`src/rtl/ls138_scan_ctrl.sv`:
```
// ls138_scan_ctrl
//   Sequencer that drives the select and enable inputs of a 74138 3-to-8
//   decoder through a line scan. Each enabled line is held active for a
//   programmable dwell time and masked lines are skipped.
//
//   Optional feature macro: LS138_SCAN_BLANK_EN
//     defined   : one blank cycle (enables off) is inserted between lines,
//                 so the line period is dwell+1 cycles.
//     undefined : after the initial blank that follows a start, lines change
//                 ACTIVE->ACTIVE with enables held on; line period is dwell.
//
//   Handshake: start_i is a level sampled on the rising edge and accepted
//   only in IDLE with a nonzero effective mask. stop_i is sampled in any busy
//   cycle, remembered, and honoured when the current line's dwell completes.
//   There is no ready/ack; busy_o tells the requester whether a scan runs.
//
//   Ports
//     clk_i, rst_n_i            clock, synchronous active-low reset
//     start_i, stop_i           scan start / stop request
//     dwell_i [DWELL_W]         active cycles per line (0 behaves as 1)
//     mask_i  [8]               per-line enable (bit n scans line n)
//     select_{a,b,c}_o          decoder select inputs A/B/C (line bit 0/1/2)
//     g1_en_o, g2a/g2b_en_n_o   decoder enables (G1 high-true, G2A/G2B low)
//     busy_o                    scan in progress
//     line_done_o               one-cycle pulse after each completed dwell
//     frame_done_o              one-cycle pulse after the last line of a frame
//     state_dbg_o [2]           current FSM state (IDLE=0, BLANK=1, ACTIVE=2)
module ls138_scan_ctrl #(
  parameter int DWELL_W   = 16,
  parameter int LAST_LINE = 7
) (
  input  logic               clk_i,
  input  logic               rst_n_i,
  input  logic               start_i,
  input  logic               stop_i,
  input  logic [DWELL_W-1:0] dwell_i,
  input  logic [7:0]         mask_i,
  output logic               select_a_o,
  output logic               select_b_o,
  output logic               select_c_o,
  output logic               g1_en_o,
  output logic               g2a_en_n_o,
  output logic               g2b_en_n_o,
  output logic               busy_o,
  output logic               line_done_o,
  output logic               frame_done_o,
  output logic [1:0]         state_dbg_o
);

  typedef enum logic [1:0] {
    IDLE   = 2'd0,
    BLANK  = 2'd1,
    ACTIVE = 2'd2
  } state_t;

  // Lines above LAST_LINE are never scanned, whatever the mask says.
  localparam logic [7:0] LINE_MASK = 8'(8'hFF >> (7 - LAST_LINE));

  state_t             state_q, state_d;
  logic [2:0]         line_q, line_d;
  logic               en_q, en_d;
  logic [DWELL_W-1:0] cnt_q, cnt_d;
  logic [DWELL_W-1:0] dwell_q, dwell_d;
  logic [7:0]         mask_q, mask_d;
  logic               stop_pend_q, stop_pend_d;
  logic               line_done_q, line_done_d;
  logic               frame_done_q, frame_done_d;
  logic               busy_q, busy_d;

  logic [7:0]         eff_mask;
  logic [3:0]         above;
  logic [2:0]         next_line;

  // Index of the lowest set bit (0 when the mask is empty).
  function automatic logic [2:0] lowest_set(input logic [7:0] m);
    logic [2:0] r;
    r = 3'd0;
    for (int i = 7; i >= 0; i--) begin
      if (m[i]) r = 3'(i);
    end
    return r;
  endfunction

  // {found, index} of the lowest set bit strictly above cur.
  function automatic logic [3:0] next_above(input logic [7:0] m,
                                            input logic [2:0] cur);
    logic [3:0] r;
    r = 4'd0;
    for (int i = 7; i >= 0; i--) begin
      if (m[i] && (i > int'(cur))) r = {1'b1, 3'(i)};
    end
    return r;
  endfunction

  assign eff_mask  = mask_i & LINE_MASK;
  assign above     = next_above(mask_q, line_q);
  // No higher line left means this line closes the frame; wrap around.
  assign next_line = above[3] ? above[2:0] : lowest_set(mask_q);

  always_comb begin
    state_d      = state_q;
    line_d       = line_q;
    en_d         = en_q;
    cnt_d        = cnt_q;
    dwell_d      = dwell_q;
    mask_d       = mask_q;
    stop_pend_d  = stop_pend_q;
    line_done_d  = 1'b0;
    frame_done_d = 1'b0;

    case (state_q)
      IDLE: begin
        en_d        = 1'b0;
        stop_pend_d = 1'b0;
        if (start_i && (eff_mask != 8'd0)) begin
          mask_d  = eff_mask;
          dwell_d = (dwell_i == '0) ? DWELL_W'(1) : dwell_i;
          line_d  = lowest_set(eff_mask);
          state_d = BLANK;
        end
      end

      BLANK: begin
        if (stop_i) stop_pend_d = 1'b1;
        en_d    = 1'b1;
        cnt_d   = dwell_q - DWELL_W'(1);
        state_d = ACTIVE;
      end

      ACTIVE: begin
        if (stop_i) stop_pend_d = 1'b1;
        if (cnt_q != '0) begin
          cnt_d = cnt_q - DWELL_W'(1);
        end else begin
          line_done_d  = 1'b1;
          frame_done_d = ~above[3];
          if (stop_pend_q || stop_i) begin
            // Selects hold the finished line while parked in IDLE.
            state_d     = IDLE;
            en_d        = 1'b0;
            stop_pend_d = 1'b0;
          end else begin
`ifdef LS138_SCAN_BLANK_EN
            state_d = BLANK;
            line_d  = next_line;
            en_d    = 1'b0;
`else
            state_d = ACTIVE;
            line_d  = next_line;
            en_d    = 1'b1;
            cnt_d   = dwell_q - DWELL_W'(1);
`endif
          end
        end
      end

      default: begin
        state_d = IDLE;
        en_d    = 1'b0;
      end
    endcase

    busy_d = (state_d != IDLE);
  end

  always_ff @(posedge clk_i) begin
    if (!rst_n_i) begin
      state_q      <= IDLE;
      line_q       <= 3'd0;
      en_q         <= 1'b0;
      cnt_q        <= '0;
      dwell_q      <= '0;
      mask_q       <= 8'd0;
      stop_pend_q  <= 1'b0;
      line_done_q  <= 1'b0;
      frame_done_q <= 1'b0;
      busy_q       <= 1'b0;
    end else begin
      state_q      <= state_d;
      line_q       <= line_d;
      en_q         <= en_d;
      cnt_q        <= cnt_d;
      dwell_q      <= dwell_d;
      mask_q       <= mask_d;
      stop_pend_q  <= stop_pend_d;
      line_done_q  <= line_done_d;
      frame_done_q <= frame_done_d;
      busy_q       <= busy_d;
    end
  end

  assign select_a_o   = line_q[0];
  assign select_b_o   = line_q[1];
  assign select_c_o   = line_q[2];
  assign g1_en_o      = en_q;
  assign g2a_en_n_o   = ~en_q;
  assign g2b_en_n_o   = ~en_q;
  assign busy_o       = busy_q;
  assign line_done_o  = line_done_q;
  assign frame_done_o = frame_done_q;
  assign state_dbg_o  = state_q;

endmodule
```
`config.mk`:
```
export PLATFORM = sky130hd
export DESIGN_NAME = ls138_scan_ctrl
export DESIGN_NICKNAME = d
export VERILOG_FILES = /design/src/rtl/ls138_scan_ctrl.sv
export SDC_FILE = /design/constraint.sdc
export NUM_CORES = 1
export LEC_CHECK = 0
export ABC_AREA = 1
export CAP_MARGIN = 30
export CORE_MARGIN = 8
export CORE_UTILIZATION = 60
export CTS_BUF_LIST = sky130_fd_sc_hd__clkbuf_4
export CTS_CLUSTER_SIZE = 25
export DETAILED_ROUTE_END_ITERATION = 6
export PLACE_DENSITY = 0.86
export SLEW_MARGIN = 15
export SYNTH_ARGS = -nofsm -noshare
export SYNTH_HDL_FRONTEND = slang
export SYNTH_SLANG_ARGS = --single-unit
```
`constraint.sdc`:
```
create_clock -name clk_i -period 3.4 [get_ports clk_i]
set_clock_uncertainty 0.05 [all_clocks]
set_input_delay 0.34 -clock clk_i [delete_from_list [all_inputs] [get_ports clk_i]]
set_output_delay 0.34 -clock clk_i [all_outputs]
set_load 0.05 [all_outputs]
```
## Word level (Yosys, flattened, before mapping)

Index checks and enable logic that the tools add are counted.

- Flip-flop bits (word level): 50
- Bits of input ports: 28
- Output and inout bits: 11

- Add/sub/neg operators: 2
- Magnitude comparators: 7
- Eq/ne operators: 6
- Multiplexer cells: 44
- Bitwise gates (word level): 4
- Reductions and logical operators: 22

Operators with widths:

| kind | count |
|---|---|
| 3-bit two-way mux | 20 |
| 16-bit two-way mux | 3 |
| 16-bit case mux with 2 select lines | 1 |
| 16-bit by 1-bit subtractor with 16-bit output, second input constant | 2 |
| 4-bit two-way mux | 7 |
| 16-bit logical NOT | 1 |
| 16-bit nonzero test | 1 |
| 3-bit > comparator, first input constant | 4 |
| 1-bit logical AND | 8 |
| 8-bit nonzero test | 1 |
| 2-bit by 3-bit > comparator with 1-bit output, first input constant | 2 |
| 1-bit two-way mux | 6 |
| 2-bit two-way mux | 3 |
| 2-bit != test, second input constant | 3 |
| 2-bit case mux with 3 select lines | 1 |
| 3-bit case mux with 2 select lines | 1 |
| 2-bit AND reduction | 3 |
| 2-bit nonzero test | 3 |
| 1-bit inverter | 4 |
| 4-bit AND reduction | 1 |
| 1-bit by 3-bit > comparator with 1-bit output, first input constant | 1 |
| 3-bit != test, second input constant | 1 |
| 1-bit case mux with 3 select lines | 1 |
| 3-bit nonzero test | 1 |
| other kinds (6) | 6 |

## Longest topological paths before layout

- Depth after elaboration: 13
- Gate-level depth with buffers: 13

## Least setup slack after synthesis

Ideal clock, no wire load.

- Path type: register -> register
- Start point: reg state_q[0] (netlist: state_dbg_o[0])
- End point: reg cnt_q[3]
- Setup time: 0.132 ns
- Data arrival time: 2.057 ns
- Slack: 1.161 ns
- Cell stages (with the launch flop): 13
- Path buffers: 2
- Period minus slack after synthesis: 2.239 ns
- Cells stage by stage: dfxtp_1 inv_1 ha_1 clkbuf_2 nand2_1 nand2_1 o21ai_1 inv_1 nor2_8 inv_4 buf_6 o21ai_1 a21oi_1

- Longest elaborated chain between the ends: 3
- Elaborated cells on any way between the ends: 6
- Those cells by class: eq/ne: 3; mux: 1; reduce/logical: 2

RTL lines:

| item | line | text |
|---|---|---|
| start, declared | 59 | `state_t state_q, state_d;` |
| start signal, assigned | 179 | `state_q <= state_d;` |
| 2-bit == test / 2-bit by 1-bit == test with 1-bit output (equally long branches) | 111 | `case (state_q)` |
| 3-bit != test (no line) / 2-bit nonzero test (equally long branches) | -- |  |
| 2-bit AND reduction (no line) | -- |  |
| end signal, assigned | 182 | `cnt_q <= cnt_d;` |
| end, declared | 62 | `logic [DWELL_W-1:0] cnt_q, cnt_d;` |

Parallel ways exist; a longest one is shown, timed or not.
A chain may end at the register's enable or synchronous reset.

## Worst setup path in the final report

- Start point: reg state_q[0] (netlist: state_dbg_o[0])
- End point: reg cnt_q[11]

Same word-level chain as after synthesis.

==> qor.csv <==
metric,value,unit
outcome,"complete, no violations",
Synth area leader,dfxtp_1,
synthesis-to-finish area growth,15.2,%
"Power, Total",2.26,mW
routed length per instance,13.1,um
Synth Area per Inst,6.50,um2
fmax,0.460,GHz
drt first pass iters,4,
RSZ-0062 raised after global routing,false,
Slew Limit Fails,0,
Detail Placement HPWL,5.58,mm
top cell type's share of synthesized area,33.5,%
std cell rows,25,
min-delay worst type,flop to flop,
WP data required,3.63,ns
Pleak,1.49,nW
chip height,86.6,um
CTS hold repair buffers,0,
initial core utilization,62.8,%
"FF+latch count, synth",50,
final global-route overflow total,0,
ys async rst share,0,%
Main synth FF type,dfxtp_1,
I/O Buffers,38,
# DRC,0,
hold_ws,0.456,ns
Ys Warns,0,
Core ar.,4750,um2
Final period util,63.9,%
largest vdd supply drop,0.304,mV
Crit. End Element,flop,
Finish-stage setup viols,0,
die area,7490,um2
ANT nets after route,0,
vias per inst,5.47,
share of cells above drive strength 1,3.85,%
Post-synth EDFFs,0,
Total Wirelength,7.35,mm
CTS Sinks,50,
via count,3070,
"commonest non-fill, non-tap cell in the layout",nand2_1,
Post-Syn Instances,460,
syn nets,495,
final core area utilization,72.4,%
synthesized cell area,2990,um2
Setup CP Type,flop to flop,
H-tree Lvls,2,
initial antenna violation count,0,
CP max FO,16,
Worst Path Arrival,2.40,ns
clock buffer depth,2,
Clock Latency Late Sink,0.37,ns
power per cell area,656,nW/um2
largest net degree at the start of global routing,29,
"Clk pin slew, worst setup/hold paths",0.14,ns
# diodes,0,
Die X,86.6,um
most frequent cells in the layout,"nand2_1 (102), nor2_1 (62), dfxtp_1 (50)",
Slew headroom,63.4,%
total clock buffers created by CTS,5,
minimum clock period,2.17,ns
Setup crit start kind,flop,
number of global-route vias before repair,2907,
Initial DRC Count,260,
first-pass GRT wire length,12.8,mm
RePlAce Congestion,0.906,
MaxCap Viol Count,0,
CTS root buf,clkbuf_4,
Post CTS Setup Buffer Count,0,
Post-CTS Resized,0,
Final Hold Viols,0,
NumNets Final,528,
Ports,39,
Netlist cell types,38,
Synth area leaders,"dfxtp_1 (34%), nand2_1 (13%), a21oi_1 (7.9%)",
TritonCTS clock tree,done,
gr usage total,20.5,%
sequential area share after synthesis,33.5,%
Setup TNS,0,ns
Worst Max-Slew Pin Slew,0.548,ns
-- flip-flops by register name (all words and copies together), names as in the netlist --
name	count
busy_o	1
cnt_q	16
dwell_q	16
frame_done_o	1
g1_en_o	1
line_done_o	1
line_q	3
mask_q	8
state_dbg_o	2
stop_pend_q	1
-- layout make-up --
type,instances,area [um2]
multi-input combinational,344,1710
timing repair buffer,41,403
sequential,50,1000
tap,67,83.8
clock inverter,3,11.3
fill,435,1310
clock buffer,5,37.5
inverter,51,194
-- power by group --
group          switching, mW  leakage (nW)  total [mW]  internal [mW]
Sequential             0.116         0.411       0.815          0.699
Clock                  0.184        0.0277       0.258         0.0742
Combinational          0.760          1.05        1.18          0.425
-- layer usage --
metal  up-vias  track usage [%]  wire length [um]
li1       1578                -                 -
met1      1367             27.3              3500
met2       109             31.9              3350
met4         0             7.36               123
met5         -                0                 0
met3        16             3.88               372
-- critical path, stage by stage, from the launching register on --
cell and delay [ns]:
dfxtp_1 0.38, inv_1 0.11, ha_1 0.36, inv_1 0.15, o21ai_1 0.28, inv_1 0.17
nor2_8 0.22, inv_4 0.11, o21ai_0 0.19, a21oi_1 0.06
-- path summary, 6_finish.rpt --
| kind | start | endpoint | slack, ns | cells past startpoint |
|---|---|---|---|---|
| worst max-delay path | state_dbg_o[0] | cnt_q[11] | 1.23 | 9 |
| worst min register to register | dwell_q[1] | dwell_q[1] | 0.46 | 2 |
| worst max register to register | state_dbg_o[0] | cnt_q[11] | 1.23 | 9 |
| worst min-delay path | dwell_q[1] | dwell_q[1] | 0.46 | 2 |
-- cells by family (layout without fill, tap and decap cells) --
logic type               after synthesis  count (layout)  synth area share, %
adder cells (fa/ha/maj)                7               7                 2.93
buffers and inverters                 66             100                 9.25
XOR/XNOR                              13              13                 3.81
AND/OR/NAND/NOR                      219             219                 31.7
flip-flops                            50              50                 33.5
AO/OA/AOI/OAI                        105             105                 18.8
-- metrics by stage --
stage | cell area [um2] | worst slack, ns | cells
2_1_floorplan | 2990 | 1.16 | 460
3_3_place_gp | 3390 | 1.13 | 553
3_5_place_dp | 3390 | 1.10 | 553
4_1_cts | 3440 | 1.22 | 561
5_1_grt | 3440 | 1.00 | 561
6_report | 3440 | 1.23 | 561
-- cells in the mapped netlist, types with 5 or more instances --
library cell / number
inv_1: 47
ha_1: 7
o21ai_0: 39
nand2_1: 102
dfxtp_1: 50
a21oi_1: 47
xor2_1: 9
nand4_1: 5
nor2_1: 62
nor3_1: 5
buf_2: 8
nand3_1: 29
No activity file was read; power rests on OpenSTA's default activity.
